<file path="config.mk">
export PLATFORM = sky130hd
export DESIGN_NAME = ts_sync_aligner
export DESIGN_NICKNAME = d
export VERILOG_FILES = /design/src/rtl/ts_pkg.sv /design/src/rtl/ts_header_extract.sv /design/src/rtl/ts_sync_aligner.sv
export SDC_FILE = /design/constraint.sdc
export NUM_CORES = 1
export LEC_CHECK = 0
export ABC_AREA = 1
export BUFFER_PORTS_ARGS = -buffer_cell sky130_fd_sc_hd__buf_4
export CELL_PAD_IN_SITES_DETAIL_PLACEMENT = 0
export CELL_PAD_IN_SITES_GLOBAL_PLACEMENT = 1
export CORE_UTILIZATION = 35
export DETAILED_ROUTE_END_ITERATION = 10
export GPL_ROUTABILITY_DRIVEN = 0
export PLACE_DENSITY = 0.72
export SLEW_MARGIN = 15
export SYNTH_ARGS = -nofsm -noshare
export SYNTH_HDL_FRONTEND = slang
export SYNTH_SLANG_ARGS = --single-unit
export TNS_END_PERCENT = 5
</file>
<file path="constraint.sdc">
create_clock -name mpeg_clk -period 4.9 [get_ports mpeg_clk]
set_input_delay 0.98 -clock mpeg_clk [delete_from_list [all_inputs] [get_ports mpeg_clk]]
set_output_delay 0.98 -clock mpeg_clk [all_outputs]
set_load 0.01 [all_outputs]
</file>
<file path="src/rtl/ts_pkg.sv">
// Shared transport-stream constants and types for the aligner and the packet RAM.
package ts_pkg;

    localparam int         TS_PACK_BYTE_SIZE = 188;
    localparam logic [7:0] TS_SYNC_BYTE      = 8'h47;
    localparam int         TS_PID_WIDTH      = 13;

    typedef enum logic [1:0] {
        TS_HUNT   = 2'd0,
        TS_VERIFY = 2'd1,
        TS_LOCKED = 2'd2
    } ts_state_t;

    function automatic logic [15:0] ts_sat_inc16(input logic [15:0] value);
        return (value == 16'hFFFF) ? value : value + 16'd1;
    endfunction

endpackage

</file>
<file path="src/rtl/ts_header_extract.sv">
// Pulls PID and TEI out of bytes 1-2 of each aligned packet.
// Fed with the pre-register stream so its registered outputs line up with the forwarded byte.
module ts_header_extract
    import ts_pkg::*;
(
    input  logic                    mpeg_clk,
    input  logic                    mpeg_rst,
    input  logic [7:0]              byte_data,
    input  logic                    byte_valid,
    input  logic                    byte_sync,
    output logic [TS_PID_WIDTH-1:0] pid,
    output logic                    tei,
    output logic                    pid_valid
);

    typedef enum logic [1:0] {
        HDR_IDLE  = 2'd0,
        HDR_BYTE1 = 2'd1,
        HDR_BYTE2 = 2'd2
    } hdr_state_t;

    hdr_state_t              hdr_state_reg, hdr_state_next;
    logic [7:0]              byte1_reg, byte1_next;
    logic [TS_PID_WIDTH-1:0] pid_reg, pid_next;
    logic                    tei_reg, tei_next;
    logic                    pid_valid_reg, pid_valid_next;

    always_ff @(posedge mpeg_clk or posedge mpeg_rst) begin
        if (mpeg_rst) begin
            hdr_state_reg <= HDR_IDLE;
            byte1_reg     <= 8'h00;
            pid_reg       <= '0;
            tei_reg       <= 1'b0;
            pid_valid_reg <= 1'b0;
        end else begin
            hdr_state_reg <= hdr_state_next;
            byte1_reg     <= byte1_next;
            pid_reg       <= pid_next;
            tei_reg       <= tei_next;
            pid_valid_reg <= pid_valid_next;
        end
    end

    always_comb begin
        hdr_state_next = hdr_state_reg;
        byte1_next     = byte1_reg;
        pid_next       = pid_reg;
        tei_next       = tei_reg;
        pid_valid_next = 1'b0;
        if (byte_valid) begin
            // A sync always restarts the header walk, so an aborted packet cannot leak into the next
            if (byte_sync) begin
                hdr_state_next = HDR_BYTE1;
            end else begin
                case (hdr_state_reg)
                    HDR_BYTE1: begin
                        byte1_next     = byte_data;
                        hdr_state_next = HDR_BYTE2;
                    end
                    HDR_BYTE2: begin
                        pid_next       = {byte1_reg[4:0], byte_data};
                        tei_next       = byte1_reg[7];
                        pid_valid_next = 1'b1;
                        hdr_state_next = HDR_IDLE;
                    end
                    default: hdr_state_next = HDR_IDLE;
                endcase
            end
        end
    end

    assign pid       = pid_reg;
    assign tei       = tei_reg;
    assign pid_valid = pid_valid_reg;

endmodule

</file>
<file path="src/rtl/ts_sync_aligner.sv">
// Finds 188-byte TS packet boundaries on the 0x47 sync byte and forwards whole packets
// to logic_ram only while locked, with PID/TEI extraction and lock statistics.
module ts_sync_aligner
    import ts_pkg::*;
#(
    parameter int         PACK_BYTE_SIZE = TS_PACK_BYTE_SIZE,
    parameter logic [7:0] SYNC_BYTE      = TS_SYNC_BYTE,
    parameter int         LOCK_COUNT     = 3,
    parameter int         UNLOCK_COUNT   = 3
)(
    input  logic                    mpeg_clk,
    input  logic                    mpeg_rst,
    input  logic [7:0]              in_data,
    input  logic                    in_valid,
    output logic [7:0]              mpeg_data,
    output logic                    mpeg_valid,
    output logic                    mpeg_sync,
    output logic                    locked,
    output logic [TS_PID_WIDTH-1:0] pid,
    output logic                    pid_valid,
    output logic                    tei,
    output logic                    sync_err,
    output logic [31:0]             pkt_cnt,
    output logic [15:0]             loss_cnt
);

    localparam int CNT_W = $clog2(PACK_BYTE_SIZE);
    localparam int LCK_W = $clog2(LOCK_COUNT + 1);
    localparam int UNL_W = $clog2(UNLOCK_COUNT + 1);

    ts_state_t        state_reg, state_next;
    logic [CNT_W-1:0] byte_cnt_reg, byte_cnt_next, byte_cnt_adv;
    logic [LCK_W-1:0] good_cnt_reg, good_cnt_next;
    logic [UNL_W-1:0] miss_cnt_reg, miss_cnt_next;

    logic             at_sync, is_sync, last_byte;
    logic             fwd_valid, fwd_sync, sync_err_next, lock_lost;

    logic [7:0]       mpeg_data_reg;
    logic             mpeg_valid_reg, mpeg_sync_reg, sync_err_reg;
    logic [31:0]      pkt_cnt_reg;
    logic [15:0]      loss_cnt_reg;

    assign at_sync      = (byte_cnt_reg == '0);
    assign is_sync      = (in_data == SYNC_BYTE);
    assign last_byte    = (byte_cnt_reg == CNT_W'(PACK_BYTE_SIZE - 1));
    assign byte_cnt_adv = last_byte ? '0 : byte_cnt_reg + 1'b1;

    always_ff @(posedge mpeg_clk or posedge mpeg_rst) begin
        if (mpeg_rst) begin
            state_reg      <= TS_HUNT;
            byte_cnt_reg   <= '0;
            good_cnt_reg   <= '0;
            miss_cnt_reg   <= '0;
            mpeg_data_reg  <= 8'h00;
            mpeg_valid_reg <= 1'b0;
            mpeg_sync_reg  <= 1'b0;
            sync_err_reg   <= 1'b0;
            pkt_cnt_reg    <= 32'd0;
            loss_cnt_reg   <= 16'd0;
        end else begin
            state_reg      <= state_next;
            byte_cnt_reg   <= byte_cnt_next;
            good_cnt_reg   <= good_cnt_next;
            miss_cnt_reg   <= miss_cnt_next;
            mpeg_valid_reg <= fwd_valid;
            mpeg_sync_reg  <= fwd_sync;
            sync_err_reg   <= sync_err_next;
            if (fwd_valid) begin
                mpeg_data_reg <= in_data;
            end
            if (fwd_valid && last_byte) begin
                pkt_cnt_reg <= pkt_cnt_reg + 32'd1;
            end
            if (lock_lost) begin
                loss_cnt_reg <= ts_sat_inc16(loss_cnt_reg);
            end
        end
    end

    always_comb begin
        state_next    = state_reg;
        byte_cnt_next = byte_cnt_reg;
        good_cnt_next = good_cnt_reg;
        miss_cnt_next = miss_cnt_reg;
        fwd_valid     = 1'b0;
        fwd_sync      = 1'b0;
        sync_err_next = 1'b0;
        lock_lost     = 1'b0;
        // A gap freezes everything: no branch below is taken without a valid byte
        if (in_valid) begin
            case (state_reg)
                TS_HUNT: begin
                    if (is_sync) begin
                        byte_cnt_next = CNT_W'(1);
                        good_cnt_next = LCK_W'(1);
                        state_next    = TS_VERIFY;
                    end
                end
                TS_VERIFY: begin
                    byte_cnt_next = byte_cnt_adv;
                    if (at_sync) begin
                        if (is_sync) begin
                            if (good_cnt_reg + 1'b1 == LCK_W'(LOCK_COUNT)) begin
                                state_next    = TS_LOCKED;
                                miss_cnt_next = '0;
                                fwd_valid     = 1'b1;
                                fwd_sync      = 1'b1;
                            end else begin
                                good_cnt_next = good_cnt_reg + 1'b1;
                            end
                        end else begin
                            // The failing byte is not a sync, so hunting resumes with the next one
                            state_next    = TS_HUNT;
                            good_cnt_next = '0;
                            byte_cnt_next = '0;
                        end
                    end
                end
                TS_LOCKED: begin
                    byte_cnt_next = byte_cnt_adv;
                    fwd_valid     = 1'b1;
                    fwd_sync      = at_sync;
                    if (at_sync) begin
                        if (is_sync) begin
                            miss_cnt_next = '0;
                        end else begin
                            sync_err_next = 1'b1;
                            if (miss_cnt_reg + 1'b1 == UNL_W'(UNLOCK_COUNT)) begin
                                state_next    = TS_HUNT;
                                byte_cnt_next = '0;
                                good_cnt_next = '0;
                                miss_cnt_next = '0;
                                fwd_valid     = 1'b0;
                                fwd_sync      = 1'b0;
                                lock_lost     = 1'b1;
                            end else begin
                                miss_cnt_next = miss_cnt_reg + 1'b1;
                            end
                        end
                    end
                end
                default: begin
                    state_next    = TS_HUNT;
                    byte_cnt_next = '0;
                    good_cnt_next = '0;
                    miss_cnt_next = '0;
                end
            endcase
        end
    end

    ts_header_extract u_header_extract (
        .mpeg_clk   (mpeg_clk),
        .mpeg_rst   (mpeg_rst),
        .byte_data  (in_data),
        .byte_valid (fwd_valid),
        .byte_sync  (fwd_sync),
        .pid        (pid),
        .tei        (tei),
        .pid_valid  (pid_valid)
    );

    assign mpeg_data  = mpeg_data_reg;
    assign mpeg_valid = mpeg_valid_reg;
    assign mpeg_sync  = mpeg_sync_reg;
    assign locked     = (state_reg == TS_LOCKED);
    assign sync_err   = sync_err_reg;
    assign pkt_cnt    = pkt_cnt_reg;
    assign loss_cnt   = loss_cnt_reg;

endmodule

</file>
* Yosys cells after proc, flatten, opt, wreduce, memory -nomap -nowiden
Index checks and enable logic that the tools add are counted.
** Word-level totals
- Bits in registers :: 98
- Input bits :: 11
- Output and inout port bits :: 75
- Word-level logic and storage cells :: 103
** Cells by class
- Add/subtract/negate cells :: 5
- Equal/unequal tests :: 18
- Multiplexer cells :: 52
- Bitwise operators :: 3
- Reduce and logical (&&, ||, !) cells :: 10
** Operator list (number)
- $mux W8 :: 7
- $mux W2 :: 18
- $add A32 B1 Y32 const B :: 1
- $pmux W8 S3 :: 1
- $mux W1 :: 21
- $pmux W2 S3 :: 3
- $add A16 B1 Y16 const B :: 1
- $eq A16 B16 Y1 const B :: 1
- $reduce_and A7 Y1 :: 2
- $ne A2 B2 Y1 const B :: 5
- $add A8 B1 Y8 const B :: 1
- $eq A2 B2 Y1 const B :: 4
- $eq A8 B7 Y1 const B :: 1
- $eq A8 B8 Y1 const B :: 1
- $logic_not A8 Y1 :: 1
- $ne A3 B3 Y1 const B :: 2
- $reduce_and A3 Y1 :: 2
- $reduce_and A6 Y1 :: 1
- $add A2 B1 Y2 const B :: 2
- $eq A2 B1 Y1 const B :: 2
- $ne A2 B1 Y1 const B :: 2
- $pmux W1 S2 :: 2
- $reduce_and A2 Y1 :: 2
- $not A1 Y1 :: 3
- other kinds (2) :: 2

* Logic depth before layout (Yosys ltp)
- Depth after elaboration :: 9
- Depth in mapped cells :: 12
- Mapped depth without buffers :: 11

* Modules after synthesis
From an unflattened synthesis, not the netlist that was laid out.
** Second synthesis, totals
- Cell total of the unflattened synthesis :: 797
- Area total of the unflattened synthesis :: 5709.2 um^2
** By module, submodules not included
- ts_sync_aligner :: instances 1, cells each 698, area an instance 4777.1 um^2, seq. area each 1826.8 um^2
- ts_header_extract :: instances 1, cells each 99, area an instance 932.1 um^2, seq. area each 575.6 um^2

* Least setup slack after synthesis
No wires, ideal clock.
- Path kind :: input to register
- From :: input port in_data[7]
- To :: register pkt_cnt_reg[17] (netlist: pkt_cnt[17])
- Setup time :: 0.123 ns
- Arrival :: 2.020 ns
- Required time :: 4.777 ns
- Path slack :: 2.757 ns
- Cell stages on the path :: 11
- Buffers on the path :: 1
- Cell sequence :: inv_1 > nand2_1 > nor2_1 > nand2_1 > nand3_1 > nand2_1 > nand2_2 > nand2_4 > nor2_4 > buf_2 > o21ai_1
** On the way
- Cells in the longest elaborated chain, start to end :: 6
- Elaborated cells between the ends (all ways) :: 8
- Classes of those cells :: eq/ne: 1; mux: 6; reduce/logical: 1
** Ends and longest elaborated chain
- start, declared :: RTL line ts_sync_aligner.sv:13 : input logic [7:0] in_data,
- $eq A8 B7 Y1 (*) :: RTL line ts_sync_aligner.sv:45 : assign is_sync = (in_data == SYNC_BYTE);
- $mux W1, on equally long branches :: RTL line ts_sync_aligner.sv:125, ts_sync_aligner.sv:103
- $mux W1, on equally long branches :: RTL line ts_sync_aligner.sv:124, ts_sync_aligner.sv:102
- $pmux W1 S2 (*) :: RTL line ts_sync_aligner.sv:92 : case (state_reg)
- $mux W1 (*) :: RTL line ts_sync_aligner.sv:91 : if (in_valid) begin
- $logic_and A1 B1 Y1 (*) :: RTL line ts_sync_aligner.sv:72 : if (fwd_valid && last_byte) begin
- end signal, assigned :: RTL line ts_sync_aligner.sv:73 : pkt_cnt_reg <= pkt_cnt_reg + 32'd1;
- end, declared :: RTL line ts_sync_aligner.sv:41 : logic [31:0] pkt_cnt_reg;
Every way passes the cells marked *; elsewhere a longest branch is shown, timed or not.
A chain may end at the register's enable or synchronous reset.

* Final worst setup path
- From :: input port in_data[7]
- To :: register pkt_cnt_reg[20] (netlist: pkt_cnt[20])
Same word-level chain as after synthesis.

==> results.cfg <==
[final_layout]
largest_register_ffs = 32
fin_nets = 816
layout_commonest_cell = nand2_1
drive_above_1_share_pct = 14.1
finalInstanceArea_um2 = 6410
fin_cells = 985
final_cell_mix = nand2_1 (239), dfrtp_1 (96), buf_4 (86)
antenna_cells = 0
area_growth_pct = 20.1

[grt]
grt_pass1_vias = 4545
grt_use_total_pct = 18.5
antenna_found_initial = 0
grt_pass1_wl_mm = 23.1
grt_remaining_overflow = 0
grt_max_degree = 65

[setup_path]
cp-start-kind = input port
critPathArrivalTime_ns = 3.03
cpPeakStageDelay_ns = 0.83
crit_chain = buf_4 > inv_1 > nand2_1 > nor2_1 > nand2_1 > nand3_1 > nand2_1 > nand2_2 > nand2_4 > nor2_4 > nand2_1 > o21ai_1
crit_required_ns = 5.18
critical_path.slowest_cell = nor2_4
reg2reg_slack_ns = 2.39
cp-end-kind = flop
crit_fanout = 51
path_class = in2reg
r2r_start = byte_cnt_reg[0]
rr_worst_depth = 10
cp_common_cell = nand2_1
r2r-end = pkt_cnt[20]

[detailed_routing]
wl_mm = 13.6
wire_per_inst_um = 13.8
drtAntennaViolNets = 0
viasPerCell = 4.86
vias = 4784
first_iter_violations = 248
dr.pass1.iters = 7
drc = 3

[die]
std_cell_rows = 44
fp.dieH_um = 125
dieArea_um2 = 15700
io-pin-count = 86
fp.dieW_um = 125
core_um2 = 14700
start_util_pct = 36.3

[placed_design]
dp.cells = 969
dpl.hpwl_mm = 10.1
portBuffers = 85
place_ws_ns = 1.73
dpl_cell_area_um2 = 6120

[clock_tree]
ctsResizeCount = 0
cts_setup_buffers = 0
clockBufferDepth = 2
hold_buffers = 0
tritoncts = yes
clk_latency_ns = 0.35
numClockSinks = 96
cts.clk_slew.worst_paths_ns = 0.07
cts-root-buf = clkbuf_16
h-tree-depth = 3
cts_buffers = 9

[logic_synthesis]
syn_nets = 733
synth.avg_cell_area_um2 = 7.48
synth.distinct_cells = 30
syn_inst = 713
synth_warnings = 0
synth_seq_area_share_pct = 45.0
ys_ff_latch = 96
syn_area_um2 = 5340

[power_and_ir_drop]
pwr-share-comb_pct = 12.0
irDropWorstVdd_mv = 0.163
p_seq_share_pct = 48.1
powerDensity_nw_per_um2 = 270
internal-power_mw = 1.25
switchingPower_mw = 0.482
swShare_pct = 27.8
cellLeakagePower_nw = 3.35
clkPwrFrac_pct = 40.0

[timing]
min_period_ns = 2.76
period_share_pct = 56.2
hold_slack_ns = 0.485
drv_slew = 0
setup_viol = 0
tightest_slew_ns = 1.08
hold_viol_final = 0
tns_ns = 0
rsz0062_at_grt = false
fin_ws_ns = 2.14
fmax_ghz = 0.363
slew_headroom_pct = 27.6
skew_ns = 0.00765

[hold_path]
min_from = u_header_extract.byte1_reg[4]
min_to = u_header_extract.byte1_reg[4]
hold_depth = 2
hp-class = reg2reg

[run]
maxCapViolations = 0

[run_status]
violations = design-rule violations
status = finished with violations
cell families (layout without fill, tap and decap cells):
group	after synthesis	in the layout	share of synthesized area, %
AND/OR/NAND/NOR	411	411	32.8
buffers and inverters	92	180	7.27
flip-flops	96	96	45.0
XOR/XNOR	40	40	6.57
AO/OA/AOI/OAI	65	65	6.21
adder cells (fa/ha/maj)	9	9	2.11
layer usage:
metal	GRT usage (%)	vias to the layer above	share of wire, %
li1	-	2438	-
met4	6.31	0	1.4
met5	0	-	0
met3	3.38	11	3.7
met2	29.2	87	46
met1	25.5	2248	49
cells in the mapped netlist:
| library cell | instances | area, µm² |
|---|---|---|
| nand4_2 | 1 | 12.5 |
| nor2_1 | 64 | 240 |
| ha_1 | 9 | 113 |
| nand3b_1 | 4 | 30.0 |
| nor2_2 | 3 | 18.8 |
| nand2_4 | 1 | 11.3 |
| nand4_1 | 15 | 93.8 |
| o21ai_1 | 31 | 155 |
| buf_6 | 1 | 11.3 |
| buf_2 | 4 | 20.0 |
| inv_1 | 77 | 289 |
| nand2_1 | 239 | 897 |
| or3b_2 | 1 | 8.76 |
| nand2_2 | 1 | 6.26 |
| nor2_4 | 2 | 22.5 |
| clkinv_1 | 1 | 3.75 |
| a21oi_1 | 7 | 35.0 |
| buf_4 | 8 | 60.1 |
| o21ai_0 | 25 | 125 |
| a21o_1 | 1 | 7.51 |
| nand3_1 | 50 | 250 |
| clkbuf_1 | 1 | 3.75 |
| nor3_1 | 27 | 135 |
| and2_1 | 1 | 6.26 |
| dfrtp_1 | 96 | 2400 |
| nor3b_1 | 1 | 7.51 |
| xnor2_1 | 8 | 70.1 |
| o2111ai_1 | 1 | 8.76 |
| xor2_1 | 32 | 280 |
| nand3_2 | 1 | 10.0 |
stage by stage:
stage                     power, mW  util, %
after global placement         1.05     41.6
after CTS                      1.75     43.6
after global routing           1.82     43.6
final                          1.73     43.6
after floorplan               0.992        -
after detailed placement       1.05     41.6
critical path: cells and delay by family:
kind	cells	cell delay [ns]
simple gates	9	1.72
buf+inv	2	0.18
compound gates	1	0.12
power by group through the flow:
stage	clock network (mW)	registers (mW)	logic, mW
floorplan	0	0.840	0.153
global placement	0	0.844	0.205
detailed placement	0	0.846	0.207
CTS	0.716	0.830	0.208
global route	0.744	0.834	0.241
finish	0.691	0.831	0.207
area by class of cell:
cell class / instances / area [µm²]
Clock inverter: 5 / 38.8
Multi-Input combinational cell: 525 / 2540
Timing Repair Buffer: 86 / 646
Clock buffer: 11 / 253
Inverter: 78 / 295
Fill cell: 1504 / 8290
Sequential cell: 96 / 2400
Tap cell: 184 / 230
how the worst max path moves through the flow:
stage	from	end	slack, ns
2_1_floorplan	mpeg_rst	byte_cnt_reg[0]	1.41
3_3_place_gp	in_data[7]	pkt_cnt[24]	1.83
3_5_place_dp	in_data[7]	pkt_cnt[17]	1.73
4_1_cts	in_data[7]	pkt_cnt[30]	2.10
5_1_grt	in_data[7]	pkt_cnt[17]	1.84
6_report	in_data[7]	pkt_cnt[20]	2.14
(Power assumes the default switching activity.)
